[src/rtl/pieo_post_deq_tx.sv]
// Post-dequeue transmit controller for a PIEO scheduler.
// Requests one element from the PIEO, maps its fifo_id to that FIFO's
// head-packet length, streams ceil(len/8) beats to the MAC side under
// valid/ready backpressure, then pops the FIFO and reports completion.
//
// Ports:
//   clk, rst_n            clock, synchronous active-low reset
//   pieo_not_empty        PIEO holds an eligible element
//   pieo_deq_trigger      one-cycle dequeue request (only ever in IDLE)
//   pieo_deq_valid        pieo_deq_element valid (honoured in WAIT_ELEM only)
//   pieo_deq_element      {send_time, rank, fifo_id}; send_time is ignored
//   fifo_packet_length    head-packet length per FIFO, slice i at i*PKT_LEN_WIDTH
//   tx_valid/tx_ready     beat handshake to the MAC side
//   tx_fifo_id, tx_last   source FIFO of the beat, final-beat flag
//   fifo_pop              one-hot one-cycle pop of the finished FIFO
//   deq_done(_id/_rank)   one-cycle completion report to the enqueue tracker
//   err_timeout           one-cycle pulse, no element arrived in time
//   err_bad_id            one-cycle pulse, element fifo_id >= NUM_FIFO
module pieo_post_deq_tx #(
  parameter int unsigned NUM_FIFO      = 3,
  parameter int unsigned PKT_LEN_WIDTH = 16,
  parameter int unsigned ID_LOG        = 2,
  parameter int unsigned RANK_LOG      = 1,
  parameter int unsigned TIME_LOG      = 1,
  parameter int unsigned DEQ_TIMEOUT   = 15
) (
  input  logic                                clk,
  input  logic                                rst_n,
  input  logic                                pieo_not_empty,
  output logic                                pieo_deq_trigger,
  input  logic                                pieo_deq_valid,
  input  logic [ID_LOG+RANK_LOG+TIME_LOG-1:0] pieo_deq_element,
  input  logic [NUM_FIFO*PKT_LEN_WIDTH-1:0]   fifo_packet_length,
  output logic                                tx_valid,
  input  logic                                tx_ready,
  output logic [ID_LOG-1:0]                   tx_fifo_id,
  output logic                                tx_last,
  output logic [NUM_FIFO-1:0]                 fifo_pop,
  output logic                                deq_done,
  output logic [ID_LOG-1:0]                   deq_done_id,
  output logic [RANK_LOG-1:0]                 deq_done_rank,
  output logic                                err_timeout,
  output logic                                err_bad_id
);

  localparam int unsigned ELEM_W = ID_LOG + RANK_LOG + TIME_LOG;
  localparam int unsigned CNT_W  = PKT_LEN_WIDTH + 1;
  localparam int unsigned WAIT_W = (DEQ_TIMEOUT > 1) ? $clog2(DEQ_TIMEOUT) : 1;

  typedef enum logic [1:0] {IDLE, WAIT_ELEM, XMIT, DONE} state_t;

  state_t              state_q, state_d;
  logic [WAIT_W-1:0]   wait_q, wait_d;
  logic [CNT_W-1:0]    beat_q, beat_d;
  logic [ID_LOG-1:0]   id_q, id_d;
  logic [RANK_LOG-1:0] rank_q, rank_d;

  logic                trig_d, tx_valid_d, tx_last_d, done_d, err_to_d, err_bad_d;
  logic [ID_LOG-1:0]   tx_id_d, done_id_d;
  logic [RANK_LOG-1:0] done_rank_d;
  logic [NUM_FIFO-1:0] pop_d;

  // Element field split; send_time is deliberately dropped.
  logic [ID_LOG-1:0]        elem_id;
  logic [RANK_LOG-1:0]      elem_rank;
  logic                     elem_bad;
  logic                     unused_send_time;
  logic [PKT_LEN_WIDTH-1:0] sel_len;
  logic [CNT_W-1:0]         elem_beats;

  assign elem_id          = pieo_deq_element[ID_LOG-1:0];
  assign elem_rank        = pieo_deq_element[ID_LOG +: RANK_LOG];
  assign unused_send_time = ^pieo_deq_element[ELEM_W-1 -: TIME_LOG];
  // 32-bit compare so NUM_FIFO == 2**ID_LOG does not wrap to zero.
  assign elem_bad         = 32'(elem_id) >= NUM_FIFO;

  // Head-packet length of the FIFO named by the incoming element.
  always_comb begin
    sel_len = '0;
    for (int unsigned i = 0; i < NUM_FIFO; i++) begin
      if (32'(elem_id) == i) sel_len = fifo_packet_length[i*PKT_LEN_WIDTH +: PKT_LEN_WIDTH];
    end
  end

  // ceil(len/8) with one extra bit so the maximum length cannot overflow.
  assign elem_beats = (CNT_W'(sel_len) + CNT_W'(7)) >> 3;

  // Next state and next registered output values.
  always_comb begin
    state_d   = state_q;
    wait_d    = wait_q;
    beat_d    = beat_q;
    id_d      = id_q;
    rank_d    = rank_q;
    err_to_d  = 1'b0;
    err_bad_d = 1'b0;

    case (state_q)
      IDLE: begin
        if (pieo_deq_trigger) begin
          state_d = WAIT_ELEM;
          wait_d  = '0;
        end
      end
      WAIT_ELEM: begin
        // A valid element in the final wait cycle beats the timeout.
        if (pieo_deq_valid) begin
          if (elem_bad) begin
            err_bad_d = 1'b1;
            state_d   = IDLE;
          end else begin
            id_d    = elem_id;
            rank_d  = elem_rank;
            beat_d  = elem_beats;
            state_d = (elem_beats == '0) ? DONE : XMIT;
          end
        end else if (wait_q == WAIT_W'(DEQ_TIMEOUT - 1)) begin
          err_to_d = 1'b1;
          state_d  = IDLE;
        end else begin
          wait_d = wait_q + WAIT_W'(1);
        end
      end
      XMIT: begin
        if (tx_valid && tx_ready) begin
          beat_d = beat_q - CNT_W'(1);
          if (beat_q == CNT_W'(1)) state_d = DONE;
        end
      end
      DONE: begin
        state_d = IDLE;
      end
      default: begin
        state_d = IDLE;
      end
    endcase

    // Outputs are registered from the next state so they align with it;
    // the trigger can therefore only be seen while the FSM sits in IDLE.
    trig_d      = (state_d == IDLE) && pieo_not_empty;
    tx_valid_d  = (state_d == XMIT);
    tx_id_d     = (state_d == XMIT) ? id_d : '0;
    tx_last_d   = (state_d == XMIT) && (beat_d == CNT_W'(1));
    done_d      = (state_d == DONE);
    pop_d       = done_d ? (NUM_FIFO'(1) << id_d) : '0;
    done_id_d   = done_d ? id_d : '0;
    done_rank_d = done_d ? rank_d : '0;
  end

  // State and output registers.
  always_ff @(posedge clk) begin
    if (!rst_n) begin
      state_q          <= IDLE;
      wait_q           <= '0;
      beat_q           <= '0;
      id_q             <= '0;
      rank_q           <= '0;
      pieo_deq_trigger <= 1'b0;
      tx_valid         <= 1'b0;
      tx_fifo_id       <= '0;
      tx_last          <= 1'b0;
      fifo_pop         <= '0;
      deq_done         <= 1'b0;
      deq_done_id      <= '0;
      deq_done_rank    <= '0;
      err_timeout      <= 1'b0;
      err_bad_id       <= 1'b0;
    end else begin
      state_q          <= state_d;
      wait_q           <= wait_d;
      beat_q           <= beat_d;
      id_q             <= id_d;
      rank_q           <= rank_d;
      pieo_deq_trigger <= trig_d;
      tx_valid         <= tx_valid_d;
      tx_fifo_id       <= tx_id_d;
      tx_last          <= tx_last_d;
      fifo_pop         <= pop_d;
      deq_done         <= done_d;
      deq_done_id      <= done_id_d;
      deq_done_rank    <= done_rank_d;
      err_timeout      <= err_to_d;
      err_bad_id       <= err_bad_d;
    end
  end

endmodule

[config.mk]
export PLATFORM = sky130hd
export DESIGN_NAME = pieo_post_deq_tx
export DESIGN_NICKNAME = d
export VERILOG_FILES = /design/src/rtl/pieo_post_deq_tx.sv
export SDC_FILE = /design/constraint.sdc
export NUM_CORES = 1
export LEC_CHECK = 0
export ABC_AREA = 1
export CORE_ASPECT_RATIO = 0.75
export CORE_UTILIZATION = 40
export DETAILED_ROUTE_END_ITERATION = 8
export GPL_TIMING_DRIVEN = 0
export PLACE_DENSITY = 0.78
export SKIP_CTS_REPAIR_TIMING = 1
export SYNTH_ARGS = -nofsm -noshare
export SYNTH_HDL_FRONTEND = slang
export SYNTH_SLANG_ARGS = --single-unit
[constraint.sdc]
create_clock -name clk -period 1.95 [get_ports clk]
set_input_delay 0.39 -clock clk [delete_from_list [all_inputs] [get_ports clk]]
set_output_delay 0.39 -clock clk [all_outputs]
set_load 0.05 [all_outputs]
Word level (Yosys, flattened, before mapping)
Cells that the tools add are included.

Output and inout port bits: 14. Flip-flop bits (word level): 40. Input port bits: 57.

Shift operators: 1. Reduce and logical (&&, ||, !) cells: 13. $lt $le $gt $ge: 1. Bitwise operators: 2. Add/sub/neg operators: 3. Equality and inequality tests: 13. Multiplexer cells: 27.

Operators by type and width (number): 17-bit 2-to-1 mux (3); 16-bit 2-to-1 mux (3); 17-bit by 1-bit == test with 1-bit output, second input constant (2); 17-bit case mux with 2 select lines (1); 2-bit 2-to-1 mux (9); 16-bit by 3-bit adder with 17-bit output, second input constant (1); 17-bit logical NOT (1); 17-bit by 1-bit subtractor with 17-bit output, second input constant (1); 4-bit 2-to-1 mux (3); 2-bit == test, second input constant (5); 2-bit case mux with 4 select lines (1); 4-bit case mux with 2 select lines (1); 2-bit logical NOT (3); 1-bit 2-to-1 mux (6); 2-bit inequality test, second input constant (3); 4-bit by 1-bit adder with 4-bit output, second input constant (1); 2-bit by 1-bit == test with 1-bit output, second input constant (2); 4-bit == test, second input constant (1); 2-bit AND reduction (2); 4-bit AND reduction (1); 1-bit logical AND (3); 3-bit AND reduction (1); 3-bit OR reduction (1); 1-bit by 2-bit << shifter with 3-bit output, first input constant (1); other kinds (3) (4).

Longest topological paths before layout
Gate-level depths: netlist of run 1.

Depth in word-level cells: 12. Gate-level depth with buffers: 21. Mapped depth without buffers: 21.

Worst setup path before layout of run 1
OpenSTA, ideal clock, no wires.

Path kind: register -> register. From: reg tx_valid. To: reg tx_last. Setup slack: -239 ps. Clock period less this slack: 2189 ps. Arrival time: 2124 ps. Stages on the path, launching flop included: 15. Path through: dfxtp_1 nand2_1 nor2_1 nand2_1 nor2_1 nand3_1 o21ai_0 o21ai_0 o21ai_0 nand2_1 nor2_1 nand2_1 nor2_1 nand2_1 nor2_1.

Longest elaborated chain between the ends: 5. Elaborated cells on any way between the ends: 8. Classes of those cells: 2 x eq/ne; 4 x mux; 2 x reduce/logical.

Ends and longest elaborated chain: from (decl) (RTL line 34) `output logic tx_valid,`; from (signal assigned) (RTL line 175) `tx_valid <= tx_valid_d;`; 1-bit logical AND (*) (RTL line 125) `if (tx_valid && tx_ready) begin`; 17-bit 2-to-1 mux / 2-bit 2-to-1 mux (equally long branches) (RTL line 125); 17-bit case mux with 2 select lines / 2-bit case mux with 4 select lines (equally long branches) (RTL line 98) `case (state_q)`; 17-bit by 1-bit == test with 1-bit output / 2-bit == test (equally long branches) (RTL line 143) `tx_last_d = (state_d == XMIT) && (beat_d == CNT_W'(1));`; 1-bit logical AND (*) (RTL line 143); to (signal assigned) (RTL line 177) `tx_last <= tx_last_d;`; to (decl) (RTL line 37) `output logic tx_last,`.

Mark *: on every way between the ends. The rest lies on a longest branch, timed or not. A chain may end at the register's enable or synchronous reset.

Final worst setup path of run 1
From: in pieo_deq_element[1]. To: reg tx_fifo_id[0].

Longest elaborated chain between the ends: 12. Elaborated cells on any way between the ends: 18. Classes of those cells: 1 x add/sub; 1 x order compare; 3 x eq/ne; 10 x mux; 3 x reduce/logical.

Ends and longest elaborated chain: from (decl) (RTL line 32) `input logic [ID_LOG+RANK_LOG+TIME_LOG-1:0] pieo_deq_element,`; 2-bit logical NOT (RTL line 81) `if (32'(elem_id) == i) sel_len = fifo_packet_length[i*PKT_LEN_WIDTH +: PKT_LEN_WIDTH];`; 16-bit 2-to-1 mux (3 in series) (RTL line 81); 16-bit by 3-bit adder with 17-bit output (RTL line 86) `assign elem_beats = (CNT_W'(sel_len) + CNT_W'(7)) >> 3;`; 17-bit logical NOT (RTL line 115) `state_d = (elem_beats == '0) ? DONE : XMIT;`; 1-bit 2-to-1 mux (RTL line 115); 2-bit 2-to-1 mux (RTL line 108) `if (elem_bad) begin`; 2-bit 2-to-1 mux (RTL line 107) `if (pieo_deq_valid) begin`; 2-bit case mux with 4 select lines (RTL line 98); 2-bit == test (RTL line 142) `tx_id_d = (state_d == XMIT) ? id_d : '0;`; 2-bit AND reduction (no line); to (signal assigned) (RTL line 176) `tx_fifo_id <= tx_id_d;`; to (decl) (RTL line 36) `output logic [ID_LOG-1:0] tx_fifo_id,`.

Several ways; a longest one is shown, not always the timed one.

==> flow_summary_export.csv, run 1 <==
group,metric,value,unit
run_status,status,"finished, violations left",
run_status,violations,"setup timing",
worst_setup_path,critPathSlowestCell,"o21bai_1",
logic_synthesis,ys_ff_latch,40,
logic_synthesis,yosysWarnings,0,
power_and_ir_drop,pwr-share-clk,14.7,%
logic_synthesis,synth_edf_count,0,
logic_synthesis,ys_types,36,
sta,hold_slack,0.451,ns
floorplanning,initial_utilization,42.8,%
power_and_ir_drop,finalPower,4.59,mW
clock_tree,clock-sinks,40,
sta,finalSetupViolations,13,
logic_synthesis,async_flop_share,0,%
global_routing,grt_usage,24.1,%
logic_synthesis,synth_top_area_share,26.7,%
power_and_ir_drop,p_int,2.34,mW
worst_setup_path,crit_fanout,5,
placed_design,placed_area,3910,µm²
global_routing,grt_pass1_vias,3402,
layout,layout.filler_cells,556,
sta,setup_slack,-0.451,ns
worst_setup_path,end_kind,"flip-flop",
layout,final_layout_size_suffix_gt1_share,27.2,%
power_and_ir_drop,p_seq_share,25.9,%
detailed_routing,drt.antenna.violating_nets,0,
logic_synthesis,synth_cells,514,
layout,postLayoutCellArea,4870,µm²
worst_hold_path,hp-class,"in -> reg",
floorplanning,core_area,7030,µm²
worst_setup_path,cp_common_cell,"nand2_1",
logic_synthesis,syn_nets,578,
logic_synthesis,synth_common_cells,"nand2_1 (141), nor2_1 (82), inv_1 (67)",
clock_tree,clock_latency,0.30,ns
logic_synthesis,synth.area.top_cells,"dfxtp_1 (27%), nand2_1 (18%), nor2_1 (10%)",
global_routing,grt_first_pass_wirelength,15.3,mm
power_and_ir_drop,comb_power_share,59.4,%
sta,rsz0062_at_grt,"yes",
power_and_ir_drop,switching_share,49.0,%
detailed_routing,drtPass1Iterations,7,
worst_setup_path,critPathKind,"in -> reg",
detailed_routing,drc,0,
logic_synthesis,ys.flop_type,"dfxtp_1",
global_routing,antenna_found_initial,0,
sta,fin_crit_sh,123,%
placed_design,gp_congestion,0.931,
power_and_ir_drop,p_leak,2.35,nW
detailed_routing,via_per_inst,5.57,
clock_tree,htree_levels,2,
placed_design,portBuffers,69,
clock_tree,cts_buffer_depth,2,
global_routing,gr-total-overflow,0,
worst_setup_path,critPathMaxStageDelay,0.21,ns
clock_tree,cts_tree,"built",
worst_setup_path,crit_arrival,2.57,ns
clock_tree,cts.clk_slew.worst_paths,0.09,ns
worst_setup_path,worstSetupStartpointType,"input pin",
logic_synthesis,syn_avg_cell_area,5.84,µm²
power_and_ir_drop,ir_drop,0.698,mV
sta,fin_crit,2.40,ns
floorplanning,fp.dieH,77.1,µm
sta,clock_skew,0.00747,ns
clock_tree,cts_made_buffers,5,
run,drv_cap,0,
sta,drv_slew,0,
layout,final_nets,688,
detailed_routing,drt_iter0_markers,428,
detailed_routing,wl,11.7,mm
logic_synthesis,yosysMostFrequentCell,"nand2_1",
logic_synthesis,ys_seq_area_share,26.7,%
clock_tree,cts.root.buffer_cell,"clkbuf_8",
sta,tightest_slew,0.771,ns
power_and_ir_drop,power.switching,2.25,mW
worst_setup_path,rrSetupSlack,-0.31,ns
sta,timing.slew.headroom,48.1,%
floorplanning,ios,71,
detailed_routing,wire_per_inst,16.2,µm
placed_design,dp_hpwl,7.14,mm
layout,num_antenna_cells,0,
sta,max_freq,417,MHz
detailed_routing,dr_total_vias,4026,
global_routing,grt_max_degree,15,
floorplanning,dieArea,7860,µm²
layout,area_delta_synth_final,62.1,%
floorplanning,die_w,102,µm
power_and_ir_drop,power.density,944,nW/µm²
floorplanning,num_rows,26,
logic_synthesis,synth_top_cell_by_area,"dfxtp_1",
sta,finalHoldViolCount,0,
worst_setup_path,path_cells,"buf_8 -> inv_16 -> buf_12 -> nand3_4 -> nand2_1 -> nand2_2 -> buf_4 -> nor2_1 -> nand2_1 -> o21bai_1 -> nand2_1 -> nor2_1 -> nand3_1 -> nor2_1 -> nand2_1 -> nand2_1 -> nand2_2 -> nand2_4 -> nand2_4 -> nand2_4 -> nor2_2",
worst_setup_path,cp.required,2.12,ns
logic_synthesis,synth_area,3000,µm²
critical path, delay by kind of cell:
family / cells / cell delay, ns
AOI/OAI and AO/OA: 1 / 0.21
buffers and inverters: 4 / 0.45
and+or+nand+nor: 16 / 1.52
kinds of logic (layout without fill, tap and decap cells):
| family | after synthesis | after routing | synth area share (%) |
|---|---|---|---|
| XOR/XNOR | 4 | 4 | 1.17 |
| adder cells (fa/ha/maj) | 7 | 7 | 2.92 |
| flip-flops | 40 | 40 | 26.7 |
| buffers and inverters | 84 | 195 | 11.2 |
| AO/OA/AOI/OAI | 77 | 77 | 14.4 |
| multiplexers | 1 | 1 | 0.333 |
| AND/OR/NAND/NOR | 301 | 301 | 43.4 |
cells in the final DEF (no fill, tap or decap), drive strengths merged, types with 7 or more instances in the layout:
master and n:
dfxtp 40, buf 44, clkdlybuf4s50 38, nand4 12, nand3 38, dlymetal6s2s 29, o21ai 36, a21oi 17
ha 7, clkbuf 10, nor2 91, nand2 148, o22ai 11, inv 71
stage by stage:
step	cells	setup WS (ns)	TNS [ns]	util, %
final	723	-0.451	-5.03	69.3
after global routing	723	-0.524	-6.18	69.3
after CTS	689	-0.989	-19.55	57.2
after detailed placement	681	-1.30	-29.74	55.6
after global placement	681	-1.23	-28.05	55.6
after floorplan	514	-0.0144	-0.0319	-
layer usage:
layer / track usage (%) / up-vias / wire, µm
met1: 33.8 / 1825 / 4700
met2: 38.2 / 269 / 5340
met5: 0 / - / 0
met4: 4.71 / 0 / 403
li1: - / 1878 / -
met3: 4.65 / 54 / 1230
cell type report:
cell class	instances	area (µm²)	share of cell area [%]
Timing Repair Buffer	104	1070	22.0
Buffer	11	116	2.39
Sequential cell	40	810	16.6
Inverter	72	305	6.27
Multi-Input combinational cell	390	2330	47.9
Clock inverter	2	16.3	0.334
Tap cell	98	123	2.52
Clock buffer	6	93.8	1.93
power groups by stage:
stage	clock network [mW]	registers [mW]	logic (mW)
detailed placement	0	1.17	1.95
global placement	0	1.16	1.89
global route	0.715	1.21	2.97
finish	0.675	1.19	2.73
CTS	0.675	1.15	1.96
floorplan	0	1.16	1.41
state kept, by name (all words and copies together) (netlist names):
| name | cells |
|---|---|
| fifo_pop | 3 |
| err_bad_id | 1 |
| deq_done | 1 |
| pieo_deq_trigger | 1 |
| tx_valid | 1 |
| deq_done_rank | 1 |
| id_q | 2 |
| err_timeout | 1 |
| beat_q | 17 |
| tx_fifo_id | 2 |
| tx_last | 1 |
| rank_q | 1 |
| deq_done_id | 2 |
| state_q | 2 |
| wait_q | 4 |
final timing paths:
kind,to,cells past startpoint,start
worst max-delay path,tx_fifo_id[0],21,pieo_deq_element[1]
worst min-delay path,err_timeout,2,pieo_deq_valid
worst max register to register,tx_last,14,state_q[1]
worst min register to register,wait_q[0],2,wait_q[0]
(Power assumes the default switching activity.)
==> run 2: changes to the inputs <==
- REMOVE_ABC_BUFFERS: not set -> 1
==> run 2 against run 1 <==
The flow still finishes with violations (setup timing). Non-clock buffer count shrank 1. Flip-flop and latch count is the same. Largest cell class unchanged. Worst hold slack gained 0.024 ns. Clock skew shrank 0.00059 ns. Global-route usage shrank 0.50 points. First-iteration DRC count grew 2.3%. Utilization grew 0.089 points.
==> flow_summary_export.csv, run 2 (synthesis gave the netlist of run 1 again) <==
group,metric,value,unit
run_status,status,"finished, violations left",
run_status,violations,"setup timing",
clock_tree,clock-sinks,40,
layout,final_layout_size_suffix_gt1_share,27.5,%
detailed_routing,wl,12.6,mm
floorplanning,initial_utilization,42.8,%
sta,timing.slew.headroom,63.3,%
sta,fin_crit_sh,122,%
sta,finalHoldViolCount,0,
layout,largest-register,"beat_q",
detailed_routing,wire_per_inst,17.5,µm
detailed_routing,drt_iter0_markers,438,
worst_setup_path,cp.required,2.12,ns
floorplanning,ios,71,
layout,largest_reg_flops,17,
detailed_routing,via_per_inst,5.75,
detailed_routing,dr_total_vias,4161,
sta,max_freq,422,MHz
floorplanning,num_rows,26,
floorplanning,dieArea,7860,µm²
worst_setup_path,crit_fanout,7,
detailed_routing,top_layer,"met4",
sta,finalSetupViolations,14,
global_routing,gr-total-overflow,0,
power_and_ir_drop,power.density,979,nW/µm²
detailed_routing,wl_met3,1.33,mm
layout,area_delta_synth_final,62.3,%
worst_hold_path,hp-class,"in -> reg",
sta,clock_skew,0.00688,ns
floorplanning,fp.dieH,77.1,µm
worst_setup_path,worstSetupStartpointType,"input pin",
global_routing,grt_pass1_vias,3391,
detailed_routing,drt.antenna.violating_nets,0,
sta,rsz0062_at_grt,"yes",
clock_tree,htree_levels,2,
layout,final_nets,689,
clock_tree,cts_buffer_depth,2,
layout,final_cell_mix,"nand2_1 (111), nor2_1 (68), inv_1 (56)",
sta,fin_crit,2.37,ns
detailed_routing,drc,0,
global_routing,grt_first_pass_wirelength,14.9,mm
sta,tightest_slew,0.549,ns
placed_design,gp_congestion,0.896,
floorplanning,die_w,102,µm
placed_design,dp_hpwl,6.82,mm
layout,fin_util,69.4,%
layout,layout.cells.most_common,"nand2_1",
detailed_routing,wl_met2,5.79,mm
clock_tree,clock_latency,0.30,ns
worst_setup_path,crit_arrival,2.54,ns
worst_setup_path,rrSetupSlack,-0.26,ns
detailed_routing,drtPass1Iterations,6,
clock_tree,cts.clk_slew.worst_paths,0.08,ns
layout,largest_registers,"beat_q (17), wait_q (4), fifo_pop (3)",
power_and_ir_drop,ir_drop,0.662,mV
global_routing,grt_max_degree,26,
sta,drv_slew,0,
detailed_routing,wl_met1,4.83,mm
floorplanning,core_area,7030,µm²
placed_design,portBuffers,69,
clock_tree,cts_made_buffers,5,
run,drv_cap,0,
global_routing,grt_usage,23.6,%
worst_setup_path,end_kind,"flip-flop",
worst_setup_path,critPathKind,"in -> reg",
clock_tree,cts.root.buffer_cell,"clkbuf_8",
placed_design,dp_slack,-1.50,ns
clock_tree,cts_tree,"built",
global_routing,antenna_found_initial,0,
layout,num_antenna_cells,0,
power_and_ir_drop,p_leak,2.41,nW
sta,setup_slack,-0.422,ns
[run 2: worst paths after layout]
kind                                          start       endpoint  cells past startpoint
worst min-delay path            pieo_deq_element[1]     err_bad_id                      3
worst max-delay path            pieo_deq_element[0]  tx_fifo_id[0]                     19
worst min register to register            wait_q[0]      wait_q[0]                      2
worst max register to register            beat_q[1]        tx_last                     15
[run 2: worst max-delay path, stage by stage]
cell      delay [ns]
buf_16          0.14
buf_12          0.15
nand2_2         0.08
nand3_4         0.08
buf_4           0.15
inv_1           0.10
nand2_1         0.13
o21bai_1        0.27
nand2_1         0.11
nor2_1          0.14
nand3_1         0.10
nor2_1          0.11
nand2_1         0.11
nand2_1         0.10
nand2_2         0.06
nand2_4         0.11
nand2_4         0.06
nand2_4         0.09
nor2_1          0.05
[run 2: stage by stage]
step	hold slack (ns)	cell area [µm²]	power, mW	TNS, ns	cells
after floorplan	0.461	2940	2.51	-0.621	502
after global placement	0.481	3750	2.98	-31.75	669
after detailed placement	0.497	3750	3.04	-33.56	669
after CTS	0.509	3870	3.78	-23.98	677
after global routing	0.477	4870	5.05	-5.23	724
final	0.475	4870	4.77	-4.74	724
[run 2: power breakdown]
| group | switching [mW] | internal, mW |
|---|---|---|
| Combinational | 1.73 | 1.09 |
| Sequential | 0.222 | 0.990 |
| Clock | 0.323 | 0.419 |
[run 2: final cells by class]
class                           count  area, µm²
Sequential cell                    40        812
Clock inverter                      2       38.8
Inverter                           72        324
Fill cell                         515       2150
Tap cell                           98        123
Clock buffer                        6       82.6
Multi-Input combinational cell    391       2300
Timing Repair inverter              1       8.76
Timing Repair Buffer              114       1190
[run 2: per-layer routing]
layer | vias up | global-route usage [%]
met1 | 1884 | 32.4
met2 | 316 | 35.6
met3 | 87 | 6.20
li1 | 1874 | -
met5 | - | 0
met4 | 0 | 7.71
==> run 3: changes to the inputs <==
- CELL_PAD_IN_SITES_DETAIL_PLACEMENT: not set -> 1
- CELL_PAD_IN_SITES_GLOBAL_PLACEMENT: not set -> 1
- CORE_MARGIN: not set -> 3
- CORE_UTILIZATION: 40 -> 31
- HOLD_SLACK_MARGIN: not set -> 0.03
- PLACE_DENSITY: 0.78 -> 0.87
==> run 3 against run 2 <==
The flow still finishes with violations (setup timing). Setup slack got worse by 0.15 ns. Global-route usage fell by 3.9 points. Register-to-register slack got worse by 0.07 ns. Clock-buffer cell count fell by 1. Sequential power barely moved. Worst hold slack got worse by 0.068 ns. Critical path type unchanged. Highest routed layer unchanged.
==> flow_summary_export.csv, run 3 (synthesis gave the netlist of run 1 again) <==
group,metric,value,unit
global_routing,grt_first_pass_wirelength,17.8,mm
global_routing,antenna_found_initial,1,
worst_hold_path,min_path_cells,2,
worst_setup_path,critPathKind,"in -> reg",
run_status,violations,"setup timing",
detailed_routing,wl,15.5,mm
placed_design,dp_cells,699,
sta,finalHoldViolCount,0,
worst_hold_path,hp-start,"pieo_deq_valid",
clock_tree,cts_made_buffers,5,
detailed_routing,drt.antenna.violating_nets,0,
worst_setup_path,r2r_start,"beat_q[1]",
clock_tree,htree_levels,2,
worst_setup_path,crit_fanout,6,
detailed_routing,drtPass1Iterations,4,
global_routing,grt_pass1_vias,3711,
run_status,status,"finished, violations left",
worst_setup_path,rrSetupSlack,-0.33,ns
detailed_routing,drc,0,
layout,layout.cells.most_common,"nand2_1",
worst_setup_path,cp.required,2.11,ns
layout,largest_reg_flops,17,
clock_tree,cts.clk_slew.worst_paths,0.06,ns
detailed_routing,dr_total_vias,4083,
placed_design,gp_congestion,0.824,
layout,largest_registers,"beat_q (17), wait_q (4), fifo_pop (3)",
sta,setup_slack,-0.572,ns
worst_setup_path,worstSetupStartpointType,"input pin",
detailed_routing,wire_per_inst,20.7,µm
clock_tree,clock_latency,0.29,ns
layout,area_delta_synth_final,65.8,%
sta,timing.slew.headroom,60.4,%
worst_setup_path,crit_arrival,2.68,ns
floorplanning,fp.dieH,91.3,µm
power_and_ir_drop,power.density,1040,nW/µm²
detailed_routing,drt_iter0_markers,269,
floorplanning,num_rows,30,
sta,drv_slew,0,
floorplanning,initial_utilization,32.5,%
global_routing,grt_usage,19.8,%
worst_hold_path,min_to,"err_timeout",
layout,final_cell_mix,"nand2_1 (111), nor2_1 (65), inv_1 (57)",
run,drv_cap,0,
floorplanning,die_w,120,µm
global_routing,grt_max_degree,26,
sta,finalSetupViolations,14,
layout,final_nets,685,
worst_hold_path,hp-class,"in -> reg",
sta,clock_skew,0.00429,ns
floorplanning,core_area,9230,µm²
layout,final_layout_size_suffix_gt1_share,27.2,%
global_routing,gr-total-overflow,0,
placed_design,portBuffers,69,
sta,tightest_slew,0.587,ns
clock_tree,clock-sinks,40,
placed_design,dp_hpwl,8.52,mm
floorplanning,dieArea,10900,µm²
power_and_ir_drop,ir_drop,0.605,mV
sta,fin_crit,2.52,ns
layout,layout.filler_cells,1196,
floorplanning,ios,71,
layout,largest-register,"beat_q",
clock_tree,cts.root.buffer_cell,"clkbuf_16",
clock_tree,cts_tree,"built",
sta,max_freq,396,MHz
layout,stdcell_count,751,
clock_tree,cts_buffer_depth,2,
sta,rsz0062_at_grt,"yes",
worst_setup_path,timing.rr.end,"tx_last",
power_and_ir_drop,p_leak,2.42,nW
layout,fin_util,54.0,%
detailed_routing,via_per_inst,5.44,
sta,finalSetupTns,-6.67,ns
worst_setup_path,reg2reg_depth,15,
worst_setup_path,end_kind,"flip-flop",
sta,fin_crit_sh,129,%
-- run 3: cell count changes in the layout (fill, tap and decap cells not counted), sizes merged --
cell / delta
clkbuf: -1
clkdlybuf4s50: +2
bufinv: +1
nor2: -1
dlymetal6s2s: -2
clkinv: -2
diode: +2
buf: -2
-- run 3: routing by layer --
layer / up-vias / wire [µm] / part of all wire (%) / global-route usage (%)
li1: 1880 / - / - / -
met1: 1997 / 6190 / 40 / 26.2
met2: 148 / 7820 / 50 / 33.5
met3: 58 / 800 / 5.2 / 4.79
met4: 0 / 724 / 4.7 / 2.57
met5: - / 0 / 0 / 0
-- run 3: worst max path at each step --
stage | from | cells past startpoint | slack [ns] | end
after floorplan | state_q[0] | 12 | -0.27 | tx_last
after global placement | pieo_deq_element[0] | 19 | -1.55 | tx_last
after detailed placement | pieo_deq_element[0] | 18 | -1.69 | tx_fifo_id[0]
after CTS | pieo_deq_element[0] | 18 | -1.39 | tx_fifo_id[0]
after global routing | pieo_deq_element[1] | 21 | -0.64 | tx_fifo_id[1]
final | pieo_deq_element[1] | 21 | -0.57 | tx_fifo_id[1]
-- run 3: cell type report --
class	instances	area [µm²]	area share, %
clock inverter	2	60.1	1.21
clock buffer	5	125	2.51
inverter	72	314	6.30
tap	128	160	3.21
antenna	2	5.00	0.100
sequential	40	803	16.1
multi-input combinational	390	2350	47.1
timing repair buffer	112	1170	23.5
-- run 3: per-stage QoR --
step	total power [mW]	instance area, µm²	setup slack [ns]	hold slack, ns
2_1_floorplan	2.51	2940	-0.269	0.461
3_3_place_gp	3.04	3790	-1.55	0.482
3_5_place_dp	3.17	3790	-1.69	0.512
4_1_cts	4.24	3980	-1.39	0.524
5_1_grt	5.45	4980	-0.635	0.435
6_report	5.17	4980	-0.572	0.407
-- run 3: critical path, cell delays in order --
cell,delay [ns]
buf_16,0.13
buf_4,0.16
o21ai_4,0.23
nand2_2,0.09
nand2_2,0.15
nor2_4,0.07
buf_4,0.14
nand3_2,0.07
nand2_1,0.06
nand2_1,0.11
inv_1,0.08
nor2_2,0.14
nand3_1,0.09
nor2_1,0.11
nand2_1,0.14
nand2_1,0.12
nand2_2,0.07
nand2_4,0.11
nand2_4,0.07
nand2_4,0.09
nor2_1,0.06
-- run 3: report_power, final --
part	switching (mW)	internal, mW
logic	1.87	1.02
clock network	0.344	0.726
registers	0.227	0.982
total	2.44	2.73
